`config.mk`:
```
export PLATFORM = sky130hd
export DESIGN_NAME = video_timing_gen_flat
export DESIGN_NICKNAME = d
export VERILOG_FILES = /design/src/rtl/video_timing_gen_if.sv /design/src/rtl/video_timing_gen.sv /design/src/flat_wrapper.sv
export SDC_FILE = /design/constraint.sdc
export NUM_CORES = 1
export LEC_CHECK = 0
export ABC_AREA = 1
export BUFFER_PORTS_ARGS = -buffer_cell sky130_fd_sc_hd__buf_2
export CORE_ASPECT_RATIO = 1.2
export CORE_MARGIN = 8
export CORE_UTILIZATION = 62
export DETAILED_ROUTE_END_ITERATION = 6
export PLACE_DENSITY_LB_ADDON = 0.12
export SLEW_MARGIN = 5
export SYNTH_ARGS = -nofsm -noshare
export SYNTH_HDL_FRONTEND = slang
export SYNTH_SLANG_ARGS = --single-unit
```
`constraint.sdc`:
```
create_clock -name clock -period 10.05 [get_ports clock]
set_input_delay 1.5075 -clock clock [delete_from_list [all_inputs] [get_ports clock]]
set_output_delay 1.5075 -clock clock [all_outputs]
set_load 0.02 [all_outputs]
```
`src/rtl/video_timing_gen_if.sv`:
```
// rtl/video_timing_gen_if.sv - mode inputs and raster outputs of the video timing generator
// Bundles the programmable mode, the advance qualifier and the raster outputs.
interface video_timing_gen_if #(
    parameter int busWidth = 12
);
    logic                enable;
    logic [busWidth-1:0] resHorizontal;
    logic [busWidth-1:0] hFrontPorch;
    logic [busWidth-1:0] hSyncWidth;
    logic [busWidth-1:0] hBackPorch;
    logic [busWidth-1:0] resVertical;
    logic [busWidth-1:0] vFrontPorch;
    logic [busWidth-1:0] vSyncWidth;
    logic [busWidth-1:0] vBackPorch;
    logic                hSyncPolarity;
    logic                vSyncPolarity;
    logic [busWidth-1:0] hCount;
    logic [busWidth-1:0] vCount;
    logic                hSync;
    logic                vSync;
    logic                lineStart;
    logic                frameStart;
    logic                configError;

    modport master (
        output enable, resHorizontal, hFrontPorch, hSyncWidth, hBackPorch,
               resVertical, vFrontPorch, vSyncWidth, vBackPorch,
               hSyncPolarity, vSyncPolarity,
        input  hCount, vCount, hSync, vSync, lineStart, frameStart, configError
    );

    modport slave (
        input  enable, resHorizontal, hFrontPorch, hSyncWidth, hBackPorch,
               resVertical, vFrontPorch, vSyncWidth, vBackPorch,
               hSyncPolarity, vSyncPolarity,
        output hCount, vCount, hSync, vSync, lineStart, frameStart, configError
    );
endinterface

```
`src/rtl/video_timing_gen.sv`:
```
// rtl/video_timing_gen.sv - raster counter and sync generator with frame-boundary mode shadowing
// Counts and syncs are registered together so syncs describe the counts shown in the same cycle.
module video_timing_gen #(
    parameter int busWidth = 12
) (
    input logic               clock,
    input logic               reset,
    video_timing_gen_if.slave bus
);
    localparam int TW = busWidth + 2;
    localparam logic [TW-1:0] MAX_TOTAL = {2'b01, {busWidth{1'b0}}};

    typedef logic [busWidth-1:0] cnt_t;
    typedef logic [TW-1:0]       wide_t;
    typedef enum logic [1:0] {IDLE, RUN, ERROR} state_t;

    function automatic wide_t f_wide(input cnt_t a);
        return {2'b00, a};
    endfunction

    function automatic wide_t f_total(input cnt_t a, input cnt_t b, input cnt_t c, input cnt_t d);
        return f_wide(a) + f_wide(b) + f_wide(c) + f_wide(d);
    endfunction

    function automatic logic f_valid(input cnt_t res, input cnt_t sw, input wide_t tot);
        return (res != '0) && (sw != '0) && (tot >= wide_t'(2)) && (tot <= MAX_TOTAL);
    endfunction

    function automatic logic f_in_sync(input cnt_t cnt, input cnt_t res, input cnt_t fp, input cnt_t sw);
        wide_t start;
        start = f_wide(res) + f_wide(fp);
        return (f_wide(cnt) >= start) && (f_wide(cnt) < start + f_wide(sw));
    endfunction

    state_t r_state;
    cnt_t   r_hRes, r_hFp, r_hSw, r_hBp, r_vRes, r_vFp, r_vSw, r_vBp;
    logic   r_hPol, r_vPol;
    cnt_t   r_hCount, r_vCount;
    logic   r_hSync, r_vSync, r_lineStart, r_frameStart, r_configError;

    wide_t w_sh_hTotal, w_sh_vTotal, w_in_hTotal, w_in_vTotal;
    logic  w_sh_valid, w_in_valid, w_hLast, w_vLast, w_latch;
    cnt_t  w_hNext, w_vNext;

    assign w_sh_hTotal = f_total(r_hRes, r_hFp, r_hSw, r_hBp);
    assign w_sh_vTotal = f_total(r_vRes, r_vFp, r_vSw, r_vBp);
    assign w_sh_valid  = f_valid(r_hRes, r_hSw, w_sh_hTotal) && f_valid(r_vRes, r_vSw, w_sh_vTotal);
    assign w_in_hTotal = f_total(bus.resHorizontal, bus.hFrontPorch, bus.hSyncWidth, bus.hBackPorch);
    assign w_in_vTotal = f_total(bus.resVertical, bus.vFrontPorch, bus.vSyncWidth, bus.vBackPorch);
    assign w_in_valid  = f_valid(bus.resHorizontal, bus.hSyncWidth, w_in_hTotal) &&
                         f_valid(bus.resVertical, bus.vSyncWidth, w_in_vTotal);

    assign w_hLast = (f_wide(r_hCount) == w_sh_hTotal - wide_t'(1));
    assign w_vLast = (f_wide(r_vCount) == w_sh_vTotal - wide_t'(1));
    assign w_hNext = w_hLast ? '0 : r_hCount + cnt_t'(1);
    assign w_vNext = w_hLast ? (w_vLast ? '0 : r_vCount + cnt_t'(1)) : r_vCount;

    // Shadow reload points: reset/idle, every enabled error cycle, and the enabled last pixel of a frame.
    assign w_latch = reset ||
                     ((r_state == IDLE) && !bus.enable) ||
                     ((r_state == ERROR) && bus.enable) ||
                     ((r_state == RUN) && bus.enable && w_hLast && w_vLast);

    // Capture the mode inputs into the shadow registers at reload points only.
    always_ff @(posedge clock) begin
        if (w_latch) begin
            r_hRes <= bus.resHorizontal;
            r_hFp  <= bus.hFrontPorch;
            r_hSw  <= bus.hSyncWidth;
            r_hBp  <= bus.hBackPorch;
            r_vRes <= bus.resVertical;
            r_vFp  <= bus.vFrontPorch;
            r_vSw  <= bus.vSyncWidth;
            r_vBp  <= bus.vBackPorch;
            r_hPol <= bus.hSyncPolarity;
            r_vPol <= bus.vSyncPolarity;
        end
    end

    // Raster FSM; a valid mode has res>=1 so (0,0) is never inside a sync window, hence syncs go inactive there.
    always_ff @(posedge clock) begin
        if (reset) begin
            r_state       <= IDLE;
            r_hCount      <= '0;
            r_vCount      <= '0;
            r_hSync       <= ~bus.hSyncPolarity;
            r_vSync       <= ~bus.vSyncPolarity;
            r_lineStart   <= 1'b0;
            r_frameStart  <= 1'b0;
            r_configError <= 1'b0;
        end else begin
            r_lineStart  <= 1'b0;
            r_frameStart <= 1'b0;
            case (r_state)
                IDLE: begin
                    if (bus.enable) begin
                        r_hSync <= ~r_hPol;
                        r_vSync <= ~r_vPol;
                        if (w_sh_valid) begin
                            r_state      <= RUN;
                            r_lineStart  <= 1'b1;
                            r_frameStart <= 1'b1;
                        end else begin
                            r_state       <= ERROR;
                            r_configError <= 1'b1;
                        end
                    end else begin
                        r_hSync <= ~bus.hSyncPolarity;
                        r_vSync <= ~bus.vSyncPolarity;
                    end
                end
                RUN: begin
                    if (bus.enable) begin
                        if (w_hLast && w_vLast) begin
                            r_hCount <= '0;
                            r_vCount <= '0;
                            r_hSync  <= ~bus.hSyncPolarity;
                            r_vSync  <= ~bus.vSyncPolarity;
                            if (w_in_valid) begin
                                r_lineStart  <= 1'b1;
                                r_frameStart <= 1'b1;
                            end else begin
                                r_state       <= ERROR;
                                r_configError <= 1'b1;
                            end
                        end else begin
                            r_hCount    <= w_hNext;
                            r_vCount    <= w_vNext;
                            r_lineStart <= w_hLast;
                            r_hSync     <= f_in_sync(w_hNext, r_hRes, r_hFp, r_hSw) ? r_hPol : ~r_hPol;
                            r_vSync     <= f_in_sync(w_vNext, r_vRes, r_vFp, r_vSw) ? r_vPol : ~r_vPol;
                        end
                    end
                end
                ERROR: begin
                    if (bus.enable) begin
                        r_hSync <= ~bus.hSyncPolarity;
                        r_vSync <= ~bus.vSyncPolarity;
                        if (w_in_valid) begin
                            r_state       <= RUN;
                            r_configError <= 1'b0;
                            r_lineStart   <= 1'b1;
                            r_frameStart  <= 1'b1;
                        end
                    end
                end
                default: r_state <= IDLE;
            endcase
        end
    end

    assign bus.hCount      = r_hCount;
    assign bus.vCount      = r_vCount;
    assign bus.hSync       = r_hSync;
    assign bus.vSync       = r_vSync;
    assign bus.lineStart   = r_lineStart;
    assign bus.frameStart  = r_frameStart;
    assign bus.configError = r_configError;
endmodule

```
`src/flat_wrapper.sv`:
```
// flat-port wrapper written by rule: the top's interface ports become plain ports
module video_timing_gen_flat 
#(
    parameter int busWidth = 12
)
  (clock, reset, bus_enable, bus_resHorizontal, bus_hFrontPorch, bus_hSyncWidth, bus_hBackPorch, bus_resVertical, bus_vFrontPorch, bus_vSyncWidth, bus_vBackPorch, bus_hSyncPolarity, bus_vSyncPolarity, bus_hCount, bus_vCount, bus_hSync, bus_vSync, bus_lineStart, bus_frameStart, bus_configError);
  video_timing_gen_if #(.busWidth(busWidth)) bus_i ();
  input logic clock;
  input logic reset;
  input wire logic [$bits(bus_i.enable)-1:0] bus_enable;
  input wire logic [$bits(bus_i.resHorizontal)-1:0] bus_resHorizontal;
  input wire logic [$bits(bus_i.hFrontPorch)-1:0] bus_hFrontPorch;
  input wire logic [$bits(bus_i.hSyncWidth)-1:0] bus_hSyncWidth;
  input wire logic [$bits(bus_i.hBackPorch)-1:0] bus_hBackPorch;
  input wire logic [$bits(bus_i.resVertical)-1:0] bus_resVertical;
  input wire logic [$bits(bus_i.vFrontPorch)-1:0] bus_vFrontPorch;
  input wire logic [$bits(bus_i.vSyncWidth)-1:0] bus_vSyncWidth;
  input wire logic [$bits(bus_i.vBackPorch)-1:0] bus_vBackPorch;
  input wire logic [$bits(bus_i.hSyncPolarity)-1:0] bus_hSyncPolarity;
  input wire logic [$bits(bus_i.vSyncPolarity)-1:0] bus_vSyncPolarity;
  output wire logic [$bits(bus_i.hCount)-1:0] bus_hCount;
  output wire logic [$bits(bus_i.vCount)-1:0] bus_vCount;
  output wire logic [$bits(bus_i.hSync)-1:0] bus_hSync;
  output wire logic [$bits(bus_i.vSync)-1:0] bus_vSync;
  output wire logic [$bits(bus_i.lineStart)-1:0] bus_lineStart;
  output wire logic [$bits(bus_i.frameStart)-1:0] bus_frameStart;
  output wire logic [$bits(bus_i.configError)-1:0] bus_configError;
  assign bus_i.enable = bus_enable;
  assign bus_i.resHorizontal = bus_resHorizontal;
  assign bus_i.hFrontPorch = bus_hFrontPorch;
  assign bus_i.hSyncWidth = bus_hSyncWidth;
  assign bus_i.hBackPorch = bus_hBackPorch;
  assign bus_i.resVertical = bus_resVertical;
  assign bus_i.vFrontPorch = bus_vFrontPorch;
  assign bus_i.vSyncWidth = bus_vSyncWidth;
  assign bus_i.vBackPorch = bus_vBackPorch;
  assign bus_i.hSyncPolarity = bus_hSyncPolarity;
  assign bus_i.vSyncPolarity = bus_vSyncPolarity;
  assign bus_hCount = bus_i.hCount;
  assign bus_vCount = bus_i.vCount;
  assign bus_hSync = bus_i.hSync;
  assign bus_vSync = bus_i.vSync;
  assign bus_lineStart = bus_i.lineStart;
  assign bus_frameStart = bus_i.frameStart;
  assign bus_configError = bus_i.configError;
  video_timing_gen #(.busWidth(busWidth)) u_core (.clock(clock), .reset(reset), .bus(bus_i));
endmodule
```
==> reports/summary.txt <==
Final design area excluding fillers - 0.0159 mm^2
Number of core rows - 61
Count of buffers inserted at the top-level ports - 129
Number of nets in the layout - 2420
Outcome - finished, final reports clean
Final Hold Viols - 0
Ranking of synthesized cells by area - sky130_fd_sc_hd__edfxtp_1 21%, sky130_fd_sc_hd__ha_1 16%, sky130_fd_sc_hd__nand2_1 12%
Grt peak-use layer - met2
Cell depth of the worst hold path - 2
Stage delay of the slowest cell on the critical path - 0.52 ns
CTS tree - done
DR vias/cell - 5.53
Count leader, synth - sky130_fd_sc_hd__nand2_1
Pin count of the biggest net entering global routing - 51
Worst-path maximum fanout - 11
Kind of path behind the tightest hold check - flop to flop
Standard cell area after detailed placement - 0.0153 mm^2
Detailed-routing iteration count for the pre-antenna-repair pass - 5
Chip Height - 183 um
Synthesized Nets - 2282
Post-DP HPWL - 32.5 mm
Placeable core region - 0.0230 mm^2
Max capacitance violation total - 0
Clock period minus final worst setup slack - 7.85 ns
Area of the die - 0.0283 mm^2
Weighted congestion reported at the end of routability-driven placement - 0.959
Worst-Margin Slew - 1.03 ns
RSZ-0062 raised after global routing - false
Dominant synthesized flop cell - sky130_fd_sc_hd__edfxtp_1
Number of distinct standard cells referenced by the synthesized netlist - 56
Buffer depth of the longest clock path - 2
Post-synth design cell area - 0.0143 mm^2
Final std cells w/o fill - 2435
Fraction of final layout cells sized beyond drive strength 1 - 0.104
Clock root buffer - sky130_fd_sc_hd__clkbuf_16
Sequential area share after synthesis - 0.250
Number of antenna cells inserted - 0
Endpoint with the worst hold slack - u_core.bus.configError
Average wire per standard cell - 15.9 um
Final count of negative-setup-slack endpoints - 0
Final Cycle Share - 0.781
Initial antenna violation count - 0
Total Wirelength - 38.6 mm
Met3 demand-to-capacity share in global routing - 0.0421
Critical Path Start Type - flop
Top cell type's share of synthesized area - 0.210
Cell type with the highest occurrence count on the critical path - sky130_fd_sc_hd__nand2_1
Worst Min Path Start - u_core.bus.configError
Post-CTS setup buffer count - 0
Reg2reg start - u_core.r_hRes[2]
Number of cells on the worst reg-to-reg path - 46
Number of instances in the synthesized netlist - 1969
Clock slew at reported path FFs - 0.07 ns
Post-detailed-route DRC marker count - 0
Post-CTS Resized - 0
Post-synth EDFFs - 100
Number of levels in the clock H-tree - 4
Most numerous cell types in the synthesized netlist - 454 x sky130_fd_sc_hd__nand2_1, 370 x sky130_fd_sc_hd__inv_1, 178 x sky130_fd_sc_hd__ha_1
Max transition margin - 0.312
Number of hold buffers added after cts - 0
Required @ worst endpoint - 10.24 ns
Count of clock tree sinks - 129
Synth-to-layout area growth - 10.7%
Slowest CP cell - sky130_fd_sc_hd__nand4_1
Layout filler cell count - 1984
Setup TNS after final layout - 0 ns
Cell count after placement - 2403
Vias in the first global route - 13100
Die width - 155 um
Total CTS buffers - 17
Initial Util - 0.624
Asr flop ratio synth - 0
Antenna-violating nets left - 0
Worst reg2reg path endpoint - u_core.bus.vSync
Average instance area after synthesis - 7.28 um^2
Clock latency on the worst-skew pair - 0.43 ns
Starting DRC count in detailed routing - 859
Total grt overflow - 0
WS Path Type - flop to flop
Global-route wire length before repair - 62.4 mm
Ports placed on the boundary - 130
Register-to-register path setup slack - 2.20 ns
Met2 track utilization from global routing - 0.470
Arrival @ worst endpoint - 8.05 ns
Warning count from the yosys run - 0
Via count - 13500
Met1 Resource Use GR - 0.340
Kind of capture point of the worst setup path - flop
Cell taking the most area after synthesis - sky130_fd_sc_hd__edfxtp_1
Clock skew after layout - 0.0102 ns
Post-synthesis sequential element count - 129
Max Fclk - 127 MHz
Count of final max-slew check failures - 0
Global-route total usage across every layer - 0.276
==> flip-flops by register name, summed over array words and instances, names as in the netlist <==
register,cells
u_core.bus.hCount,12
u_core.r_vSw,12
u_core.bus.hSync,1
u_core.r_vFp,12
u_core.r_vBp,12
u_core.r_hPol,1
u_core.r_hRes,12
u_core.bus.vCount,12
u_core.bus.lineStart,1
u_core.r_vRes,12
u_core.bus.frameStart,1
u_core.bus.vSync,1
u_core.r_hFp,12
u_core.r_state,2
u_core.bus.configError,1
u_core.r_hSw,12
u_core.r_hBp,12
u_core.r_vPol,1
==> layout by cell type, fill, tap and decap left out, drive strengths merged, types with 30 or more instances in the layout <==
cell    count
nor2      136
nand4      30
buf       131
nand2     477
a21oi     144
inv       377
fa         34
xnor2      32
ha        178
xor2       65
nand3     155
o21ai      71
edfxtp    100
==> critical path, delay by kind of cell, from the launching register on <==
family / cells / cell delay [ns]
simple gates: 25 / 3.31
compound gates: 10 / 1.60
fa+ha+maj: 4 / 1.33
xor+xnor: 3 / 0.61
buf+inv: 4 / 0.40
flops: 1 / 0.39
==> layout make-up <==
type | count | area (um^2) | area share
Clock buffer | 19 | 433 | 0.0273
Clock inverter | 13 | 114 | 0.00718
Inverter | 377 | 1420 | 0.0892
Multi-Input combinational cell | 1451 | 9270 | 0.584
Sequential cell | 129 | 3580 | 0.226
Tap cell | 315 | 394 | 0.0248
Timing Repair Buffer | 131 | 661 | 0.0416
==> layer usage <==
layer,wire (um),vias up
met4,1380,0
li1,-,6764
met3,2390,84
met2,18200,475
met5,0,-
met1,16600,6138
==> cells by family after synthesis <==
| kind of cell | synth area share |
|---|---|
| xor gates and xnor gates | 0.0630 |
| adders and majority gates | 0.203 |
| and+or+nand+nor | 0.271 |
| buffers and inverters | 0.103 |
| AOI/OAI and AO/OA | 0.110 |
| DFF | 0.250 |
==> worst max path at each step <==
stage                           startpoint                to  slack (ns)  cells after the start
final                     u_core.r_hRes[2]  u_core.bus.vSync        2.20                     46
after global routing      u_core.r_hRes[2]  u_core.bus.vSync        1.36                     46
after CTS                 u_core.r_hRes[2]  u_core.bus.vSync        2.30                     48
after detailed placement  u_core.r_hRes[2]  u_core.bus.vSync        2.37                     48
after global placement    u_core.r_hRes[2]  u_core.bus.hSync        2.46                     46
after floorplan           u_core.r_hRes[2]   u_core.r_hBp[0]        2.24                     32
==> through the flow <==
stage	setup slack, ns	util	hold slack, ns
5_1_grt	1.36	0.691	0.486
3_5_place_dp	2.37	0.667	0.452
4_1_cts	2.30	0.691	0.463
6_report	2.20	0.691	0.463
3_3_place_gp	2.46	0.667	0.445
2_1_floorplan	2.24	-	0.524
Power is not shown: default switching activity piles up to over one toggle a cycle in this logic, so the estimate is an artifact.
